**config.mk**
```make
export PLATFORM = sky130hd
export DESIGN_NAME = ysyx_l1i_cache
export DESIGN_NICKNAME = d
export VERILOG_FILES = /design/src/rtl/ysyx_l1i_cache.sv
export SDC_FILE = /design/constraint.sdc
export NUM_CORES = 1
export LEC_CHECK = 0
export ABC_CLOCK_PERIOD_IN_PS = 10500
export BUFFER_PORTS_ARGS = -buffer_cell sky130_fd_sc_hd__buf_2
export CORE_UTILIZATION = 64
export DETAILED_ROUTE_END_ITERATION = 10
export GPL_TIMING_DRIVEN = 1
export PLACE_DENSITY = 0.88
export SETUP_SLACK_MARGIN = 0.05
export SYNTH_ARGS = -nofsm -noshare
export SYNTH_HDL_FRONTEND = slang
export SYNTH_SLANG_ARGS = --single-unit
```
**constraint.sdc**
```tcl
create_clock -name clk -period 10.5 [get_ports clk]
set_input_delay 0.525 -clock clk [delete_from_list [all_inputs] [get_ports clk]]
set_output_delay 0.525 -clock clk [all_outputs]
set_load 0.05 [all_outputs]
```
**src/rtl/ysyx_l1i_cache.sv**
```systemverilog
// Direct-mapped L1 instruction cache between the IFU fetch stage and the instruction bus.
// Ports:
//   clk, rst          clock, synchronous active-high reset
//   pc_i, req_i       fetch address (word aligned) and fetch request
//   invalidate_i      fence.i: invalidate every line
//   hit_o, inst_o     combinational hit and instruction for pc_i (inst_o = 0 on miss)
//   busy_o            refill in progress
//   araddr_o, arvalid_o, arlen_o, arready_i   bus read-address channel
//   rdata_i, rvalid_i                          bus read-data channel
module ysyx_l1i_cache #(
  parameter int unsigned     XLEN        = 32,
  parameter int unsigned     SET_LEN     = 2,
  parameter int unsigned     LINE_LEN    = 1,
  parameter logic [XLEN-1:0] BURST_BASE  = 'ha0000000,
  parameter logic [XLEN-1:0] BURST_LIMIT = 'hc0000000
) (
  input  logic            clk,
  input  logic            rst,
  input  logic [XLEN-1:0] pc_i,
  input  logic            req_i,
  input  logic            invalidate_i,
  output logic            hit_o,
  output logic [31:0]     inst_o,
  output logic            busy_o,
  output logic [XLEN-1:0] araddr_o,
  output logic            arvalid_o,
  output logic [7:0]      arlen_o,
  input  logic            arready_i,
  input  logic [31:0]     rdata_i,
  input  logic            rvalid_i
);

  localparam int unsigned SETS    = 1 << SET_LEN;
  localparam int unsigned WORDS   = 1 << LINE_LEN;
  localparam int unsigned OFF_W   = (LINE_LEN == 0) ? 1 : LINE_LEN;
  localparam int unsigned IDX_LSB = LINE_LEN + 2;
  localparam int unsigned TAG_LSB = SET_LEN + LINE_LEN + 2;
  localparam int unsigned TAG_W   = XLEN - TAG_LSB;
  localparam logic [OFF_W-1:0] LAST_BEAT = OFF_W'(WORDS - 1);
  localparam logic [7:0]       BURST_LEN = 8'(WORDS - 1);
  localparam logic [XLEN-1:0]  LINE_MASK = ~((XLEN'(1) << IDX_LSB) - XLEN'(1));

  typedef enum logic [1:0] {
    S_IDLE,
    S_REQ,
    S_FILL,
    S_DONE
  } state_t;

  // Address field extraction
  function automatic logic [SET_LEN-1:0] idx_of(input logic [XLEN-1:0] a);
    return SET_LEN'(a >> IDX_LSB);
  endfunction

  function automatic logic [TAG_W-1:0] tag_of(input logic [XLEN-1:0] a);
    return TAG_W'(a >> TAG_LSB);
  endfunction

  function automatic logic [OFF_W-1:0] off_of(input logic [XLEN-1:0] a);
    if (LINE_LEN == 0) return '0;
    return OFF_W'(a >> 2);
  endfunction

  state_t state_q, state_d;

  logic [31:0]      data_q [SETS][WORDS];
  logic [TAG_W-1:0] tag_q  [SETS];
  logic [SETS-1:0]  valid_q;

  logic [XLEN-1:0]  line_addr_q;
  logic             burst_q;
  logic [OFF_W-1:0] beat_q;
  logic             flush_pending_q;

  logic [SET_LEN-1:0] pc_idx_c;
  logic [TAG_W-1:0]   pc_tag_c;
  logic [OFF_W-1:0]   pc_off_c;
  logic [XLEN-1:0]    pc_line_c;
  logic [SET_LEN-1:0] line_idx_c;
  logic [TAG_W-1:0]   line_tag_c;
  logic               miss_start_c;
  logic               fill_beat_c;
  logic               flush_now_c;
  logic               unused_pc_lsb;

  assign pc_idx_c     = idx_of(pc_i);
  assign pc_tag_c     = tag_of(pc_i);
  assign pc_off_c     = off_of(pc_i);
  assign pc_line_c    = pc_i & LINE_MASK;
  assign line_idx_c   = idx_of(line_addr_q);
  assign line_tag_c   = tag_of(line_addr_q);
  assign unused_pc_lsb = ^pc_i[1:0];

  // Zero-latency lookup; fence.i in IDLE masks the hit for that cycle
  assign hit_o  = (state_q == S_IDLE) && req_i && !invalidate_i &&
                  valid_q[pc_idx_c] && (tag_q[pc_idx_c] == pc_tag_c);
  assign inst_o = hit_o ? data_q[pc_idx_c][pc_off_c] : 32'd0;

  assign miss_start_c = (state_q == S_IDLE) && req_i && !hit_o && !invalidate_i;
  assign fill_beat_c  = (state_q == S_FILL) && rvalid_i;
  // A fence.i seen at any point of the refill (including DONE) discards the whole cache
  assign flush_now_c  = flush_pending_q || invalidate_i;

  // State register
  always_ff @(posedge clk) begin
    if (rst) state_q <= S_IDLE;
    else     state_q <= state_d;
  end

  // Next state and bus-facing outputs
  always_comb begin
    state_d   = state_q;
    busy_o    = 1'b0;
    arvalid_o = 1'b0;
    araddr_o  = '0;
    arlen_o   = 8'd0;
    unique case (state_q)
      S_IDLE: begin
        if (miss_start_c) state_d = S_REQ;
      end
      S_REQ: begin
        busy_o    = 1'b1;
        arvalid_o = 1'b1;
        araddr_o  = line_addr_q + (XLEN'(beat_q) << 2);
        arlen_o   = burst_q ? BURST_LEN : 8'd0;
        if (arready_i) state_d = S_FILL;
      end
      S_FILL: begin
        busy_o = 1'b1;
        if (rvalid_i) begin
          if (beat_q == LAST_BEAT) state_d = S_DONE;
          else if (!burst_q)       state_d = S_REQ;
        end
      end
      S_DONE: begin
        busy_o  = 1'b1;
        state_d = S_IDLE;
      end
      default: state_d = S_IDLE;
    endcase
  end

  // Refill bookkeeping and valid bits
  always_ff @(posedge clk) begin
    if (rst) begin
      valid_q         <= '0;
      flush_pending_q <= 1'b0;
      beat_q          <= '0;
      line_addr_q     <= '0;
      burst_q         <= 1'b0;
    end else begin
      unique case (state_q)
        S_IDLE: begin
          if (invalidate_i) begin
            valid_q <= '0;
          end else if (miss_start_c) begin
            line_addr_q <= pc_line_c;
            burst_q     <= (pc_line_c >= BURST_BASE) && (pc_line_c <= BURST_LIMIT);
            beat_q      <= '0;
          end
        end
        S_REQ: begin
          if (invalidate_i) flush_pending_q <= 1'b1;
        end
        S_FILL: begin
          if (invalidate_i) flush_pending_q <= 1'b1;
          if (rvalid_i)     beat_q <= beat_q + OFF_W'(1);
        end
        S_DONE: begin
          if (flush_now_c) begin
            valid_q         <= '0;
            flush_pending_q <= 1'b0;
          end else begin
            valid_q[line_idx_c] <= 1'b1;
          end
        end
        default: ;
      endcase
    end
  end

  // Data and tag storage, not reset
  always_ff @(posedge clk) begin
    if (!rst && fill_beat_c) data_q[line_idx_c][beat_q] <= rdata_i;
    if (!rst && (state_q == S_DONE) && !flush_now_c) tag_q[line_idx_c] <= line_tag_c;
  end

endmodule
```
==> flow_summary.yaml, run 1 <==
clock_network:
  clock_insertion_delay_worst_skew_ns: 0.53
  total_clock_buffers_created_by_cts: 39
  postCtsSetupRepairBufs: 0
  worst_setup_hold_path_clk_slew_ns: 0.06
  cts_resized: 0
  hold_buffers: 0
  cts_tree: "done"
  cts_buffer_depth: 3
  ctsRootBufferMaster: "clkbuf_16"
  cts.sink_count: 402
  htree_num_levels: 2
synthesis:
  ys_async_sr_fraction_pct: 0
  yosys-top-cells-area: "edfxtp_1 68%, mux4_2 11%, dfxtp_1 4.7%, mux2i_1 3.3%, nor2_1 1.4%"
  yosysSeqAreaShare_pct: 72.7
  yosysWarnings: 0
  dominant_combinational_cell_family_by_area_after_synthesis: "multiplexers"
  synth-adder-area-share_pct: 0.389
  synth_enable_flop_cells: 364
  syn_area_um2: 16100
  post_synth_and_or_nand_nor_area_fraction_pct: 5.10
  synth_seq_cells: 402
  synth_compound_area_share_pct: 3.79
  synthesis.area_per_instance_um2: 17.7
  ys_types: 51
  area_leader_netlist: "edfxtp_1"
  syn-instance-count: 909
  synth.mux.area_fraction_pct: 14.7
  ys.flop_type: "edfxtp_1"
  yosysTopAreaCellShare_pct: 68.0
  synth_xor_xnor_area_share_pct: 1.03
placed_design:
  worst_setup_slack_before_clock_tree_synthesis_ns: 5.67
  place_area_um2: 17100
  port_buffers: 133
  place.gp.congestion: 0.800
  hpwl_mm: 19.6
timing:
  rsz0062_at_grt: "false"
  slew_violations: 0
  setup_slack_of_the_critical_path_after_layout_ns: 5.50
  setup-violations-final: 0
  timing_hold_violations_final: 0
  tns_ns: 0
  relSlewSlack_pct: 20.4
  final.setup_skew_ns: 0.0241
  final_period_minus_worst_setup_slack_ns: 5.00
  worstMarginPinSlew_ns: 1.19
  final_cycle_utilization_of_the_critical_path_pct: 47.7
  maxClockFrequency_ghz: 0.200
pwr:
  cellLeakagePower_nw: 6.36
  power.ir.vdd_worst_mv: 0.158
  total_power_divided_by_cell_area_nw_per_um2: 189
final_layout:
  design.final.nets: 1121
  area.growth.synth_to_final_pct: 14.1
  final_area_um2: 18400
  fillerInstances: 1292
  final_cell_mix: "364 x edfxtp_1, 131 x buf_2, 80 x mux4_2"
  fraction_of_layout_cells_with_a_size_suffix_above_1_pct: 28.3
  multiInputGateArea_um2: 4130
  final-seq-area_um2: 11700
  most_frequent_standard_cell_in_the_layout_excluding_fill_and_tap_cells: "edfxtp_1"
route:
  dr_total_vias: 9174
  avgRoutedWirePerCell_um: 25.7
  route.detailed.drc: 0
  detailedRoute.firstPassIterationCount: 6
  ant_nets: 0
  wl_mm: 36.1
  initialDrtViolationCount: 1055
  route.detailed.vias_per_inst: 6.53
worst_setup_path:
  worstReg2RegEnd: "beat_q"
  depth_of_the_most_critical_reg_to_reg_path: 8
  start_kind: "input pin"
  reg2reg_from: "tag_q[2][17]"
  timing.critical_path.required_ns: 9.98
  reg2reg_slack_ns: 7.50
  crit_fanout: 66
  critPathArrivalTime_ns: 4.48
  worst-setup-path-type: "in2out"
  timing.critical_path.to_type: "output pin"
floorplan:
  effective_utilization_at_floorplan_pct: 65.8
  floorplan_core_area_um2: 24500
  std_cell_rows: 57
  fp.dieArea_um2: 25800
  die-height_um: 161
  ios: 145
  die-width_um: 161
global_route:
  grt_start_max_net_pins: 72
  grtUsageTotal_pct: 28.4
  number_of_global_route_vias_before_repair: 9218
  antenna_found_initial: 4
  grt_first_pass_wirelength_mm: 54.0
  grt.overflow.total: 0
worst_hold_path:
  worst_hold_path.num_cells: 1
  hold_class: "in2reg"
  min_delay_worst_endpoint: "data_q[3][54]"
  hold_start: "rdata_i[22]"
flow_run:
  max_cap_viol_count: 0
status:
  run_status: "completed"
stage by stage:
stage | util [%] | power (W) | hold slack (ns) | instances
3_3_place_gp | 69.8 | 0.00211 | 0.446 | 1329
6_report | 75.0 | 0.00347 | 0.263 | 1404
3_5_place_dp | 69.8 | 0.00213 | 0.469 | 1329
5_1_grt | 75.0 | 0.00357 | 0.254 | 1403
4_1_cts | 75.0 | 0.00348 | 0.249 | 1401
2_1_floorplan | - | 0.00203 | 0.431 | 917
report_power, final:
group	switching [W]	total (W)	internal (W)
sequential	0.0000259	0.00180	0.00177
clock	0.000568	0.00137	0.000801
combinational	0.000205	0.000303	0.0000986
layer usage:
layer  part of all wire (%)  GRT usage, %  vias to the layer above
li1                       -             -                     3872
met1                     37          37.2                     4567
met2                     51          47.5                      620
met3                    8.6          4.60                      113
met4                    3.7          12.6                        2
met5                  0.036             0                        -
Yosys cell counts (2+ instances only):
master / instances
edfxtp_1: 364
mux4_2: 80
nor2_1: 59
mux2i_1: 53
dfxtp_1: 38
a21oi_1: 37
nand3_1: 36
and2_1: 33
clkbuf_1: 26
o21ai_1: 22
buf_2: 19
xnor2_1: 17
buf_4: 14
inv_1: 13
nand2_1: 13
o21ai_0: 11
nor4_1: 7
a211oi_1: 6
nor3_1: 6
ha_1: 5
nand4_1: 5
a31oi_1: 4
buf_1: 4
mux2_2: 3
o22ai_1: 3
nor2b_1: 2
o311ai_0: 2
o32ai_1: 2
or3_1: 2
xor2_1: 2
worst max-delay path by stage:
stage / slack (ns) / from / cells after the start / end
final: 5.50 / pc_i[4] / 11 / inst_o[7]
after global routing: 5.32 / pc_i[4] / 11 / inst_o[2]
after CTS: 5.59 / pc_i[4] / 11 / inst_o[2]
after detailed placement: 5.67 / pc_i[4] / 11 / inst_o[2]
after global placement: 5.74 / pc_i[4] / 11 / inst_o[6]
after floorplan: 6.81 / rst / 4 / data_q[0][0]
worst max-delay path: stages:
cell and delay [ns]:
buf_4 0.58, buf_4 0.77, mux2i_1 0.34, o22ai_1 0.13, a211oi_1 0.25, a21oi_1 0.14
nor4_1 0.43, nand4_1 0.24, buf_4 0.46, nor2_1 0.22, buf_2 0.29
final cells by class:
type,instances,share of cell area [%]
antenna,3,0.0409
clock buffer,56,5.95
clock inverter,16,0.914
inverter,14,0.286
multi-input combinational,438,22.5
sequential,402,63.7
tap,324,2.21
timing repair buffer,151,4.41
logic make-up after synthesis:
kind of cell | count (synthesis)
DFF | 402
and+or+nand+nor | 167
muxes | 136
AOI/OAI and AO/OA | 102
buffers and inverters | 77
xor gates and xnor gates | 19
adders and majority gates | 5
other | 1
flip-flops by register name (all words and copies together) (netlist names):
register         count
data_q             256
tag_q              108
line_addr_q         29
valid_q              4
state_q              2
beat_q               1
burst_q              1
flush_pending_q      1
Note: power is estimated with default switching activity, not from simulation.
==> run 2, diff against run 1 <==
- ABC_AREA: default -> 1
- ABC_CLOCK_PERIOD_IN_PS: 10500 -> 4590
- CORE_UTILIZATION: 64 -> 54
- PLACE_DENSITY: 0.88 -> 0.79
- clock period: 10.5 -> 4.59 ns (I/O delays scaled with it)
==> run 2 against run 1 <==
  * Power increased by 140%
  * Sequential power increased by 130%
  * Highest routed layer unchanged
  * Setup slack lost 4.7 ns
  * Die area increased by 23%
  * Largest power group unchanged
  * Largest cell class unchanged
==> flow_summary.yaml, run 2 <==
pwr:
  power.ir.vdd_worst_mv: 0.335
  cellLeakagePower_nw: 7.76
  total_power_divided_by_cell_area_nw_per_um2: 431
  power.total_w: 0.00842
floorplan:
  std_cell_rows: 64
  floorplan_core_area_um2: 30500
  effective_utilization_at_floorplan_pct: 54.7
  die-width_um: 178
  ios: 145
  die-height_um: 178
  fp.dieArea_um2: 31600
synthesis:
  synthesis.area_per_instance_um2: 11.2
  yosysWarnings: 0
  area_leader_netlist: "edfxtp_1"
  ys_async_sr_fraction_pct: 0
  syn_area_um2: 16700
  syn-instance-count: 1485
  synth_seq_cells: 402
  yosysSeqAreaShare_pct: 70.0
  synthTopCellsByCount: "506 x nand2_1, 364 x edfxtp_1, 177 x nand3_1"
  ys.flop_type: "edfxtp_1"
  synth_enable_flop_cells: 364
  yosys-top-cells-area: "edfxtp_1 65%, nand2_1 11%, nand3_1 5.3%, dfxtp_1 4.6%, o221ai_1 3.4%"
  yosysTopAreaCellShare_pct: 65.5
  yosys.cell_count.top_type: "nand2_1"
  ys_types: 32
timing:
  maxClockFrequency_ghz: 0.267
  timing_hold_violations_final: 0
  slew_violations: 0
  setup_slack_of_the_critical_path_after_layout_ns: 0.843
  setup-violations-final: 0
  worstMarginPinSlew_ns: 1.09
  final_cycle_utilization_of_the_critical_path_pct: 81.6
  final.setup_skew_ns: 0.0281
  relSlewSlack_pct: 27.1
  final_period_minus_worst_setup_slack_ns: 3.75
  tns_ns: 0
  rsz0062_at_grt: "false"
final_layout:
  top_register: "data_q"
  final_cell_mix: "505 x nand2_1, 364 x edfxtp_1, 177 x nand3_1"
  final_cells: 2077
  largest_reg_flops: 256
  most_frequent_standard_cell_in_the_layout_excluding_fill_and_tap_cells: "nand2_1"
  final_core_area_utilization_pct: 64.1
  design.final.nets: 1723
  area.growth.synth_to_final_pct: 17.1
  reg.largest.list: "data_q: 256 flops, tag_q: 108 flops, line_addr_q: 29 flops"
  fraction_of_layout_cells_with_a_size_suffix_above_1_pct: 15.8
worst_setup_path:
  start_kind: "input pin"
  depth_of_the_most_critical_reg_to_reg_path: 16
  critPathArrivalTime_ns: 3.52
  worst-setup-path-type: "in2out"
  timing.critical_path.to_type: "output pin"
  crit_fanout: 91
  timing.critical_path.required_ns: 4.36
clock_network:
  cts_buffer_depth: 3
  clock_insertion_delay_worst_skew_ns: 0.54
  htree_num_levels: 2
  hold_buffers: 38
  postCtsSetupRepairBufs: 0
  worst_setup_hold_path_clk_slew_ns: 0.06
  ctsRootBufferMaster: "clkbuf_16"
  cts_resized: 0
  total_clock_buffers_created_by_cts: 40
  cts_tree: "done"
  cts.sink_count: 402
worst_hold_path:
  hold_class: "in2reg"
  worst_hold_path.num_cells: 3
placed_design:
  port_buffers: 133
  worst_setup_slack_before_clock_tree_synthesis_ns: 0.855
  hpwl_mm: 22.0
  dp.cells: 1964
  place.gp.congestion: 0.902
global_route:
  grt_busiest_layer: "met2"
  use_met3_pct: 4.13
  grt_util_met1_pct: 32.6
  grt.overflow.total: 0
  grtUsageMet2_pct: 42.9
  antenna_found_initial: 3
  number_of_global_route_vias_before_repair: 11675
  grt_start_max_net_pins: 92
  grtUsageTotal_pct: 25.6
  grt_first_pass_wirelength_mm: 61.3
route:
  detailedRoute.firstPassIterationCount: 7
  ant_nets: 0
  route.detailed.drc: 0
  dr_total_vias: 11952
  wl_mm: 39.9
  avgRoutedWirePerCell_um: 19.2
  route.detailed.vias_per_inst: 5.75
  initialDrtViolationCount: 1254
flow_run:
  max_cap_viol_count: 0
status:
  run_status: "completed"
[run 2: cell types whose count changed in the layout (fill, tap and decap cells not counted), sizes merged, moves of 38 or more]
cell,delta
nand2,+495
nand3,+142
mux4,-80
inv,+71
o221ai,+64
mux2i,-53
dlygate4sd3,+38
[run 2: where the power goes]
part / total (W) / switching (W) / internal [W]
clock network: 0.00346 / 0.00135 / 0.00211
logic: 0.000835 / 0.000602 / 0.000234
registers: 0.00413 / 0.0000605 / 0.00407
total: 0.00842 / 0.00201 / 0.00641
[run 2: metal layers]
metal  routed length [µm]  up-vias
met3                 3250      100
met4                 1290        4
met5                   27        -
li1                     -     5508
met2                19700      631
met1                15700     5709
[run 2: stage by stage]
stage                     area (µm²)  hold slack [ns]
final                          19600           0.0193
after global routing           19600           0.0250
after CTS                      19500          0.00290
after detailed placement       17800            0.467
after global placement         17800            0.457
after floorplan                16700            0.328
[run 2: worst paths after layout]
path / from / to / slack (ns)
max: pc_i[3] / inst_o[6] / 0.84
min: pc_i[22] / line_addr_q[22] / 0.02
max reg2reg: state_q[1] / line_addr_q[28] / 1.61
min reg2reg: valid_q[0] / valid_q[0] / 0.49
[run 2: final cells by class]
class | instances | area (µm²)
flip-flops and latches | 402 | 11700
well taps | 396 | 495
fillers | 2163 | 11000
inverters | 85 | 320
clock inverters | 22 | 332
diodes | 2 | 5.00
repair buffers | 198 | 1280
clock buffers | 51 | 1070
multi-input cells | 921 | 4360
[run 2: cells by family (layout without fill, tap and decap cells)]
logic type | after synthesis | in the layout | share of synthesized area, %
adder cells (fa/ha/maj) | 5 | 5 | 0.375
flip-flops | 402 | 402 | 70.0
other | 1 | 11 | 0.0225
AO/OA/AOI/OAI | 118 | 118 | 5.06
AND/OR/NAND/NOR | 789 | 789 | 20.0
buffers and inverters | 170 | 356 | 4.51
[run 2: worst max-delay path, cell delays in order]
cell     delay (ns)
buf_4          0.34
buf_4          0.89
nand2_1        0.14
nand3_1        0.16
nand2_1        0.07
nand2_1        0.10
nand2_1        0.06
or3_1          0.38
nor3_2         0.20
nand4_2        0.11
buf_4          0.29
nor2_2         0.16
buf_2          0.27
